===== config.mk =====
export PLATFORM = sky130hd
export DESIGN_NAME = spi_target
export DESIGN_NICKNAME = d
export VERILOG_FILES = /design/src/rtl/spi_target.sv
export SDC_FILE = /design/constraint.sdc
export NUM_CORES = 1
export LEC_CHECK = 0
export CAP_MARGIN = 20
export CORE_ASPECT_RATIO = 2
export CORE_UTILIZATION = 57
export DETAILED_ROUTE_END_ITERATION = 8
export PLACE_DENSITY = 0.9
export SLEW_MARGIN = 20
export SYNTH_ARGS = -nofsm -noshare
export SYNTH_HDL_FRONTEND = slang
export SYNTH_SLANG_ARGS = --single-unit

===== constraint.sdc =====
create_clock -name clk -period 2.95 [get_ports clk]
set_input_delay 0.885 -clock clk [delete_from_list [all_inputs] [get_ports clk]]
set_output_delay 0.885 -clock clk [all_outputs]
set_load 0.01 [all_outputs]

===== src/rtl/spi_target.sv =====
// ---------------------------------------------------------------------------
// spi_target
//   SPI target (peripheral) endpoint. MSB-first 8-bit frames, SCK idle low,
//   CSX active low. SDI is sampled on SCK rise, SDO shifts on SCK fall. All
//   pins are oversampled and synchronized into clk.
//
// Parameters
//   SYNC_STAGES  synchronizer depth for CSX/SCK/SDI (2..3)
//   IDLE_BYTE    byte shifted out when no tx byte is queued
//
// Ports
//   clk, rst_n          target clock, async active-low reset
//   CSX, SCK, SDI       SPI pins from the initiator
//   SDO, SDO_OE         SPI data out and its output enable
//   tx_data/valid/ready tx byte handshake (one-byte buffer)
//   rx_data/valid/ack   rx byte handshake (rx_valid sticky until ack)
//   selected            synchronized, inverted CSX
//   rx_overrun          only with SPI_TARGET_OVERRUN_EN defined
//
// Optional feature macro: SPI_TARGET_OVERRUN_EN
// ---------------------------------------------------------------------------
module spi_target #(
    parameter int unsigned SYNC_STAGES = 2,
    parameter logic [7:0]  IDLE_BYTE   = 8'h00
) (
    input  logic       clk,
    input  logic       rst_n,
    input  logic       CSX,
    input  logic       SCK,
    input  logic       SDI,
    output logic       SDO,
    output logic       SDO_OE,
    input  logic [7:0] tx_data,
    input  logic       tx_valid,
    output logic       tx_ready,
    output logic [7:0] rx_data,
    output logic       rx_valid,
    input  logic       rx_ack,
    output logic       selected
`ifdef SPI_TARGET_OVERRUN_EN
    ,
    output logic       rx_overrun
`endif
);

    typedef enum logic {
        IDLE   = 1'b0,
        ACTIVE = 1'b1
    } state_t;

    state_t                 state;
    logic [SYNC_STAGES-1:0] csx_sync;
    logic [SYNC_STAGES-1:0] sck_sync;
    logic [SYNC_STAGES-1:0] sdi_sync;
    logic [SYNC_STAGES-1:0] sync_ok;
    logic                   csx_s;
    logic                   sck_s;
    logic                   sdi_s;
    logic                   csx_q;
    logic                   sck_q;
    logic                   rise_p;
    logic                   fall_p;
    logic                   sdi_p;
    logic                   armed;
    logic [2:0]             bit_cnt;
    logic [7:0]             tx_shift;
    logic [7:0]             rx_shift;
    logic [7:0]             tx_buf;
    logic                   tx_full;

    assign csx_s    = csx_sync[SYNC_STAGES-1];
    assign sck_s    = sck_sync[SYNC_STAGES-1];
    assign sdi_s    = sdi_sync[SYNC_STAGES-1];

    assign selected = ~csx_s;
    assign tx_ready = ~tx_full;
    assign SDO_OE   = (state == ACTIVE);
    assign SDO      = SDO_OE & tx_shift[7];

    always_ff @(posedge clk or negedge rst_n) begin
        if (!rst_n) begin
            csx_sync   <= '1;
            sck_sync   <= '0;
            sdi_sync   <= '0;
            sync_ok    <= '0;
            csx_q      <= 1'b1;
            sck_q      <= 1'b0;
            rise_p     <= 1'b0;
            fall_p     <= 1'b0;
            sdi_p      <= 1'b0;
            armed      <= 1'b0;
            state      <= IDLE;
            bit_cnt    <= '0;
            tx_shift   <= IDLE_BYTE;
            rx_shift   <= '0;
            tx_buf     <= '0;
            tx_full    <= 1'b0;
            rx_data    <= '0;
            rx_valid   <= 1'b0;
`ifdef SPI_TARGET_OVERRUN_EN
            rx_overrun <= 1'b0;
`endif
        end else begin
            csx_sync <= {csx_sync[SYNC_STAGES-2:0], CSX};
            sck_sync <= {sck_sync[SYNC_STAGES-2:0], SCK};
            sdi_sync <= {sdi_sync[SYNC_STAGES-2:0], SDI};
            // sync_ok marks when csx_s holds a real pin sample rather than
            // the reset preset, so a CSX low at reset release is not
            // mistaken for a fresh select.
            sync_ok  <= {sync_ok[SYNC_STAGES-2:0], 1'b1};

            csx_q  <= csx_s;
            sck_q  <= sck_s;
            // Edge pulses and SDI are registered together so the data bit
            // stays aligned with its rise pulse.
            rise_p <= sck_s & ~sck_q;
            fall_p <= ~sck_s & sck_q;
            sdi_p  <= sdi_s;

            if (sync_ok[SYNC_STAGES-1] && csx_s) begin
                armed <= 1'b1;
            end

            // Writes need an empty buffer, pulls need a full one, so the two
            // tx_full updates below never land in the same clk.
            if (tx_valid && !tx_full) begin
                tx_buf  <= tx_data;
                tx_full <= 1'b1;
            end

            if (rx_ack) begin
                rx_valid <= 1'b0;
            end
`ifdef SPI_TARGET_OVERRUN_EN
            if (rx_ack) begin
                rx_overrun <= 1'b0;
            end
`endif

            case (state)
                IDLE: begin
                    if (armed && csx_q && !csx_s) begin
                        state   <= ACTIVE;
                        bit_cnt <= '0;
                        if (tx_full) begin
                            tx_shift <= tx_buf;
                            tx_full  <= 1'b0;
                        end else begin
                            tx_shift <= IDLE_BYTE;
                        end
                    end
                end
                ACTIVE: begin
                    if (csx_s) begin
                        // Deselect drops any partial byte.
                        state   <= IDLE;
                        bit_cnt <= '0;
                    end else begin
                        if (rise_p) begin
                            rx_shift <= {rx_shift[6:0], sdi_p};
                            if (bit_cnt == 3'd7) begin
                                bit_cnt  <= '0;
                                rx_data  <= {rx_shift[6:0], sdi_p};
                                rx_valid <= 1'b1;
`ifdef SPI_TARGET_OVERRUN_EN
                                if (rx_valid && !rx_ack) begin
                                    rx_overrun <= 1'b1;
                                end
`endif
                            end else begin
                                bit_cnt <= bit_cnt + 3'd1;
                            end
                        end
                        if (fall_p) begin
                            if (bit_cnt != 3'd0) begin
                                tx_shift <= {tx_shift[6:0], 1'b0};
                            end else if (tx_full) begin
                                tx_shift <= tx_buf;
                                tx_full  <= 1'b0;
                            end else begin
                                tx_shift <= IDLE_BYTE;
                            end
                        end
                    end
                end
                default: state <= IDLE;
            endcase
        end
    end

endmodule


==> results of run 1 <==
[worst max-delay path: cells and delay by family, from the launching register on]
| kind | cells | cell delay (ns) |
|---|---|---|
| DFF | 1 | 0.58 |
| and+or+nand+nor | 1 | 0.22 |
| buffers and inverters | 1 | 0.52 |
[synth_stat cells, drive strengths merged]
cell type	instances	area, µm²
dfrtp	48	1201
mux2	23	259.0
a21oi	9	63.82
inv	8	30.03
nor2	8	30.03
and2	7	45.05
mux2i	7	70.07
o21ai	7	38.79
nand4	4	31.28
buf	3	27.52
dfstp	3	78.83
ha	3	37.54
nor2b	3	18.77
nand3	2	15.01
a21o	1	7.510
a31oi	1	6.260
conb	1	3.750
nand2	1	3.750
nand3b	1	20.02
o21bai	1	7.510
or2	1	6.260
or3	1	6.260
[cell families (layout without fill, tap and decap cells)]
logic type      after synthesis  in the layout  share of synthesized area, %
flops                        51             51                         63.74
mux                          30             30                         16.39
simple gates                 28             28                         8.786
compound gates               19             19                         6.169
buf+inv                      11             44                         2.866
fa+ha+maj                     3              3                         1.869
other cells                   1              1                        0.1867
[area by class of cell]
class | count | area (µm²)
clock buffer | 6 | 82.58
timing repair buffer | 29 | 292.8
sequential | 51 | 1280
multi-input combinational | 81 | 670.6
clock inverter | 1 | 5.005
inverter | 8 | 30.03
tap | 32 | 40.04
fill | 242 | 977.2
[cell usage in the layout, fill, tap and decap left out, types with 2 or more instances in the layout]
cell,netlist,final
dfrtp_1,48,48
clkdlybuf4s50_1,0,26
mux2_2,23,23
nor2_1,8,8
inv_1,7,7
mux2i_1,7,7
a21oi_1,6,6
o21ai_0,6,6
and2_1,6,6
clkbuf_8,0,6
nor2b_1,3,3
nand4_1,3,3
ha_1,3,3
dfstp_2,3,3
a21oi_2,2,2
[sequential cells by signal, summed over array words and instances, names as in the netlist]
register,cells
rx_shift,7
tx_full,1
sdi_sync,2
SDO_OE,1
sck_q,1
tx_shift,8
rx_valid,1
sync_ok,2
tx_buf,8
rise_p,1
sdi_p,1
armed,1
rx_data,8
fall_p,1
bit_cnt,3
sck_sync,2
csx_sync,2
csx_q,1
[metrics by stage]
| stage | utilization [%] | area, µm² | worst slack [ns] | hold WS (ns) |
|---|---|---|---|---|
| global route | 71.07 | 2401 | 0.3797 | 0.3600 |
| finish | 71.07 | 2401 | 0.4356 | 0.3471 |
| floorplan | - | 2008 | 1.322 | 0.3312 |
| CTS | 71.07 | 2401 | 0.4391 | 0.3538 |
| detailed placement | 68.48 | 2313 | 0.7714 | 0.3397 |
| global placement | 68.48 | 2313 | 0.8361 | 0.3323 |
[worst max-delay path by stage]
stage	to	slack, ns
floorplan	tx_buf[0]$_DFFE_PN0P_	1.32
CTS	SDO	0.44
detailed placement	SDO	0.77
global route	SDO	0.38
finish	SDO	0.44
global placement	SDO	0.84
[layer usage]
metal | wire length [µm] | track usage (%) | vias to the layer above
met4 | 90 | 9.917 | 0
li1 | - | - | 552
met3 | 151 | 5.895 | 8
met2 | 1873 | 35.28 | 25
met5 | 0 | 0 | -
met1 | 1257 | 21.94 | 576
[power by group]
group | switching, mW | internal [mW]
Clock | 0.205 | 0.184
Combinational | 0.124 | 0.173
Sequential | 0.0842 | 0.829
==> flow_metrics.py, run 1 <==
metrics = {
    "outcome": {
        "status": "finished with violations",
        "violations": "design-rule violations",
    },
    "placement": {
        "place_inst": 201,
        "dp_hpwl_mm": 2.446,
        "place.gp.congestion": 0.8152,
        "portBuffers": 27,
    },
    "sta": {
        "fin_tns_setup_ns": 0,
        "hold_violations": 0,
        "setup_viol": 0,
        "slew_headroom_pct": 66.00,
        "maxSlewViolCount": 0,
        "max_clock_freq_mhz": 397.7,
        "max_slew.worst_pin.slew_ns": 0.5100,
        "skew_ns": 0.009995,
        "min_period_over_period_pct": 85.24,
        "fin_crit_ns": 2.514,
        "rsz0062_at_grt": "no",
    },
    "cts": {
        "clk_path_buf_depth": 2,
        "cts_resized": 0,
        "cts_tree": "built",
        "cts_root_buf": "clkbuf_8",
        "cts_setup_buffers": 0,
        "clkLatencyLatePin_ns": 0.30,
        "clkTransAtPathRegs_ns": 0.08,
        "cts.htree.levels": 2,
        "hold_buffers": 0,
        "cts-buffers-inserted": 5,
        "clock-sinks": 51,
    },
    "detailed_routing": {
        "route.detailed.drc": 2,
        "drt_first_pass_iters": 6,
        "wl_per_cell_um": 16.21,
        "vias": 1161,
        "wl_mm": 3.372,
        "postRouteAntennaNets": 0,
        "via_per_inst": 5.582,
        "drt_iter0_drc": 12,
    },
    "setup_path": {
        "cp_max_fo": 11,
        "max_stage_delay_ns": 0.58,
        "cp_cell_sequence": "and2_2 -> clkdlybuf4s50_1",
        "required_ns": 2.07,
        "r2r-end": "tx_shift[7]$_DFFE_PN0P_",
        "path_class": "reg2out",
        "critPathLaunchType": "flip-flop",
        "rrSetupSlack_ns": 1.32,
        "cp.arrival_ns": 1.63,
        "endpoint_kind": "output port",
        "startpoint": "SDO_OE$_DFF_PN0_",
        "slowest_stage": "dfrtp_1",
        "r2r_cells": 6,
        "rr_startpoint": "bit_cnt[0]$_DFFE_PN0P_",
    },
    "pwr": {
        "p_per_area_nw_per_um2": 666.0,
        "p_leak_nw": 1.130,
        "total_power_mw": 1.599,
        "peakVddDrop_v": 0.0005505,
    },
    "floorplan": {
        "die_w_um": 43.97,
        "die_h_um": 85.94,
        "start_util_pct": 59.44,
        "die-area_um2": 3779,
        "ios": 28,
        "fp.coreArea_um2": 3378,
        "rows": 30,
    },
    "worst_hold_path": {
        "min_to": "sync_ok[1]$_DFF_PN0_",
        "hold_path.class": "reg2reg",
        "hp-start": "sync_ok[0]$_DFF_PN0_",
        "whs_path_depth": 0,
    },
    "grt": {
        "grt_pass1_vias": 1244,
        "grt_overflow": 0,
        "grt_pass1_wl_mm": 5.513,
        "antenna_found_initial": 0,
        "grt_use_total_pct": 20.40,
        "grt_max_degree": 52,
    },
    "final_layout": {
        "final_cells": 208,
        "n_antenna_cell": 0,
        "area_growth_pct": 19.56,
        "final_nets": 194,
        "drive_above_1_share_pct": 26.14,
    },
    "synth": {
        "syn_nets": 161,
        "synth_warnings": 0,
        "ys_ff_latch": 51,
        "synth_area_per_cell_um2": 14.04,
        "synth.distinct_cells": 30,
        "synth_cells": 143,
        "yosysSeqAreaShare_pct": 63.74,
        "syn_area_um2": 2008,
    },
    "job": {
        "cap_violations": 0,
    },
}
No activity file was read; power rests on OpenSTA's default activity.
==> run 2, diff against run 1 <==
clock period = 3.08 ns   (was 2.95 ns; I/O delays follow)
==> run 2 against run 1 <==
Effect of this change: the run now ends clean; non-clock buffer count increased by 1; core utilization decreased by 0.26 points; sequential share of layout area increased by 0.20 points; via count increased by 0.95%; clock power decreased by 5%; clock skew decreased by 0.0041 ns; die area unchanged; hold slack improved by 0.011 ns.
==> flow_metrics.py, run 2 (synthesized netlist as in run 1, its figures left out) <==
metrics = {
    "outcome": {
        "status": "finished, final reports clean",
    },
    "sta": {
        "hold_violations": 0,
        "skew_ns": 0.005906,
        "setup_viol": 0,
        "min_period_over_period_pct": 81.76,
        "rsz0062_at_grt": "no",
        "fin_crit_ns": 2.518,
        "slew_headroom_pct": 62.09,
        "max_slew.worst_pin.slew_ns": 0.5686,
        "setup_ws_ns": 0.5617,
        "max_clock_freq_mhz": 397.1,
        "fin_tns_setup_ns": 0,
        "maxSlewViolCount": 0,
    },
    "cts": {
        "cts-buffers-inserted": 5,
        "clkTransAtPathRegs_ns": 0.08,
        "hold_buffers": 0,
        "cts.htree.levels": 2,
        "cts_setup_buffers": 0,
        "cts_tree": "built",
        "clkLatencyLatePin_ns": 0.30,
        "clk_path_buf_depth": 2,
        "clock-sinks": 51,
        "cts_root_buf": "clkbuf_8",
        "cts_resized": 0,
    },
    "floorplan": {
        "die-area_um2": 3779,
        "die_h_um": 85.94,
        "rows": 30,
        "start_util_pct": 59.44,
        "die_w_um": 43.97,
        "fp.coreArea_um2": 3378,
        "ios": 28,
    },
    "setup_path": {
        "critical-path-top-delay-family": "flip-flops",
        "cp_cell_sequence": "and2_2 -> clkdlybuf4s50_1",
        "crit_buf_inv": 1,
        "cp.arrival_ns": 1.59,
        "max_stage_delay_ns": 0.56,
        "critPathLaunchType": "flip-flop",
        "path_class": "reg2out",
        "cp_max_fo": 11,
        "slowest_stage": "dfrtp_1",
        "required_ns": 2.16,
        "endpoint_kind": "output port",
    },
    "placement": {
        "dp_hpwl_mm": 2.617,
        "portBuffers": 27,
        "pre_cts_ws_ns": 0.8946,
        "place.gp.congestion": 0.8085,
    },
    "detailed_routing": {
        "vias": 1172,
        "wl_per_cell_um": 16.66,
        "drt_iter0_drc": 9,
        "wl_mm": 3.498,
        "drt_first_pass_iters": 7,
        "postRouteAntennaNets": 0,
        "route.detailed.drc": 0,
        "via_per_inst": 5.581,
    },
    "grt": {
        "antenna_found_initial": 0,
        "grt_pass1_wl_mm": 5.775,
        "grt_use_total_pct": 21.31,
        "grt_max_degree": 25,
        "grt_pass1_vias": 1261,
        "grt_overflow": 0,
    },
    "final_layout": {
        "n_antenna_cell": 0,
        "largestRegisters": "rx_data: 8 flops, tx_buf: 8 flops, tx_shift: 8 flops",
        "final_nets": 195,
        "most-common-layout-cells": "48 x dfrtp_1, 26 x clkdlybuf4s50_1, 23 x mux2_2",
        "final_common_cell": "dfrtp_1",
        "area_growth_pct": 19.13,
        "drive_above_1_share_pct": 25.84,
    },
    "pwr": {
        "p_leak_nw": 1.121,
        "peakVddDrop_v": 0.0004988,
        "p_per_area_nw_per_um2": 639.8,
    },
    "job": {
        "cap_violations": 0,
    },
    "worst_hold_path": {
        "hold_path.class": "reg2reg",
    },
}
[run 2: changes by cell type in the layout (fill, tap and decap cells not counted), sizes merged]
cell	before	now
clkinv	1	0
clkinvlp	0	1
clkbuf	6	7
buf	3	4
[run 2: metrics by stage]
stage	cells	hold WS, ns	util, %	area (µm²)	power, mW
2_1_floorplan	143	0.3312	-	2008	1.065
4_1_cts	210	0.3619	70.81	2392	1.545
6_report	210	0.3577	70.81	2392	1.531
3_3_place_gp	202	0.3326	68.33	2308	1.147
3_5_place_dp	202	0.3457	68.33	2308	1.178
5_1_grt	210	0.3676	70.81	2392	1.610
[run 2: path summary, 6_finish.rpt]
kind	start	to	slack (ns)	cells after the start
max	SDO_OE$_DFF_PN0_	SDO	0.56	2
min	sync_ok[0]$_DFF_PN0_	sync_ok[1]$_DFF_PN0_	0.36	0
max reg2reg	bit_cnt[0]$_DFFE_PN0P_	tx_shift[6]$_DFFE_PN0P_	1.44	6
min reg2reg	sync_ok[0]$_DFF_PN0_	sync_ok[1]$_DFF_PN0_	0.36	0
max in group asynchronous	rst_n	csx_q$_DFF_PN1_	2.06	2
min in group asynchronous	rst_n	sync_ok[1]$_DFF_PN0_	0.46	1
[run 2: routing by layer]
metal | wire (µm) | vias to the layer above | global-route usage (%)
li1 | - | 551 | -
met1 | 1324 | 586 | 22.99
met2 | 1972 | 28 | 37.18
met3 | 106 | 7 | 4.632
met4 | 95 | 0 | 11.57
met5 | 0 | - | 0
[run 2: power by group]
part	switching (mW)	leakage, nW	total (mW)	internal [mW]
Combinational	0.121	0.452	0.285	0.164
Sequential	0.0812	0.631	0.875	0.794
Clock	0.209	0.0385	0.370	0.161
[run 2: cell type report]
type / instances / area, µm²
clock inverters: 1 / 7.507
repair buffers: 30 / 287.8
multi-input cells: 81 / 670.6
clock buffers: 7 / 76.32
well taps: 32 / 40.04
inverters: 8 / 30.03
flip-flops and latches: 51 / 1280
fillers: 249 / 985.9
==> run 3, diff against run 2 <==
CORE_UTILIZATION = 53   (was 57)
PLACE_DENSITY = 0.85   (was 0.9)
clock period = 2.33 ns   (was 3.08 ns; I/O delays follow)
==> run 3 against run 2 <==
Effect of this change: global-route usage is 1.2 points lower; sequential power grew 33%; sequential cell count unchanged; count of clock-buffer cells in the layout decreased by 2; combinational power increased by 31%; die area rose by 7.3%; register-to-register slack lost 0.67 ns; largest cell class unchanged; highest routed layer unchanged.
==> flow_metrics.py, run 3 (synthesized netlist as in run 1, its figures left out) <==
metrics = {
    "detailed_routing": {
        "wl_mm": 3.357,
        "route.detailed.drc": 0,
        "drt_iter0_drc": 14,
        "drt_first_pass_iters": 3,
        "postRouteAntennaNets": 0,
        "via_per_inst": 5.106,
        "vias": 1159,
        "wl_per_cell_um": 14.79,
    },
    "setup_path": {
        "cp.arrival_ns": 1.53,
        "endpoint_kind": "output port",
        "critPathLaunchType": "flip-flop",
        "cp_max_fo": 8,
        "r2r_cells": 4,
        "required_ns": 1.63,
        "path_class": "reg2out",
    },
    "pwr": {
        "p_leak_nw": 1.126,
        "intPower_mw": 1.482,
        "clkPwrFrac_pct": 25.1,
        "p_switching_mw": 0.5603,
        "p_sw_share_pct": 27.44,
        "p_per_area_nw_per_um2": 842.1,
        "power_frac_comb_pct": 18.2,
        "p_seq_share_pct": 56.7,
        "peakVddDrop_v": 0.0006761,
        "total_power_mw": 2.042,
    },
    "final_layout": {
        "drive_above_1_share_pct": 27.53,
        "final_common_cell": "dfrtp_1",
        "largestRegisters": "rx_data: 8 flops, tx_buf: 8 flops, tx_shift: 8 flops",
        "area_growth_pct": 20.75,
        "n_antenna_cell": 0,
        "post-route-util_pct": 67.22,
        "most-common-layout-cells": "47 x dfrtp_1, 26 x clkdlybuf4s50_1, 23 x mux2_2",
        "final_nets": 195,
        "final_cells": 227,
    },
    "floorplan": {
        "die_w_um": 45.53,
        "rows": 31,
        "fp.coreArea_um2": 3607,
        "die-area_um2": 4054,
        "start_util_pct": 55.67,
        "ios": 28,
        "die_h_um": 89.05,
    },
    "placement": {
        "dp_hpwl_mm": 2.468,
        "place.gp.congestion": 0.7703,
        "portBuffers": 27,
        "place_inst": 219,
    },
    "sta": {
        "max_slew.worst_pin.slew_ns": 0.6260,
        "hold_ws_ns": 0.3566,
        "rsz0062_at_grt": "no",
        "skew_ns": 0.01044,
        "min_period_over_period_pct": 95.56,
        "fin_crit_ns": 2.227,
        "maxSlewViolCount": 0,
        "max_clock_freq_mhz": 449.1,
        "setup_viol": 0,
        "fin_tns_setup_ns": 0,
        "hold_violations": 0,
        "slew_headroom_pct": 58.27,
    },
    "cts": {
        "cts_setup_buffers": 0,
        "cts.htree.levels": 2,
        "clock-sinks": 51,
        "clk_path_buf_depth": 2,
        "clkTransAtPathRegs_ns": 0.09,
        "cts_root_buf": "clkbuf_8",
        "cts_tree": "built",
        "clkLatencyLatePin_ns": 0.31,
        "cts-buffers-inserted": 5,
        "hold_buffers": 0,
        "cts_resized": 0,
    },
    "grt": {
        "grt_pass1_wl_mm": 5.720,
        "grt_use_total_pct": 20.08,
        "grt_pass1_vias": 1245,
        "grt_max_degree": 30,
        "grt_overflow": 0,
        "antenna_found_initial": 0,
    },
    "outcome": {
        "status": "finished, final reports clean",
    },
    "job": {
        "cap_violations": 0,
    },
    "worst_hold_path": {
        "whs_path_depth": 0,
        "hold_path.class": "reg2reg",
    },
}
run 3: cell types whose count changed in the layout (fill, tap and decap cells not counted), sizes merged:
cell,before,now
clkinv,0,2
clkbuf,7,5
run 3: cell type report:
class | count | area, µm²
fillers | 277 | 1182
inverters | 8 | 30.03
clock buffers | 5 | 68.82
multi-input cells | 81 | 670.6
clock inverters | 3 | 25.02
flip-flops and latches | 51 | 1281
repair buffers | 30 | 287.8
well taps | 49 | 61.31
run 3: power groups by stage:
stage,Combinational (mW),Sequential (mW),Clock [mW]
3_3_place_gp,0.357,1.16,0
6_report,0.372,1.16,0.513
4_1_cts,0.378,1.16,0.531
3_5_place_dp,0.376,1.18,0
5_1_grt,0.411,1.18,0.564
2_1_floorplan,0.275,1.13,0
run 3: worst paths after layout:
check / start / end / slack (ns)
worst min register to register: sdi_sync[0]$_DFF_PN0_ / sdi_sync[1]$_DFF_PN0_ / 0.36
worst min-delay path: sdi_sync[0]$_DFF_PN0_ / sdi_sync[1]$_DFF_PN0_ / 0.36
worst max register to register: bit_cnt[0]$_DFFE_PN0P_ / rx_data[2]$_DFFE_PN0P_ / 0.77
max in group asynchronous: rst_n / rx_valid$_DFF_PN0_ / 1.32
worst max-delay path: csx_sync[1]$_DFF_PN1_ / selected / 0.10
min in group asynchronous: rst_n / tx_full$_DFF_PN0_ / 0.39
run 3: stage by stage:
step	worst slack, ns	instance area (µm²)
after global placement	0.3862	2330
after global routing	0.05364	2425
final	0.1035	2425
after floorplan	0.8881	2008
after CTS	0.005532	2424
after detailed placement	0.3503	2330
run 3: critical path, cell delays in order (launching register included):
cell and delay [ns]:
dfstp_2 0.63, inv_2 0.10, clkdlybuf4s50_1 0.49
run 3: routing by layer:
metal / vias up / global-route usage [%] / wire length (µm)
met2: 25 / 35.84 / 1905
met1: 576 / 21.18 / 1248
met5: - / 0 / 0
met4: 0 / 9.917 / 75
li1: 552 / - / -
met3: 6 / 4.242 / 128
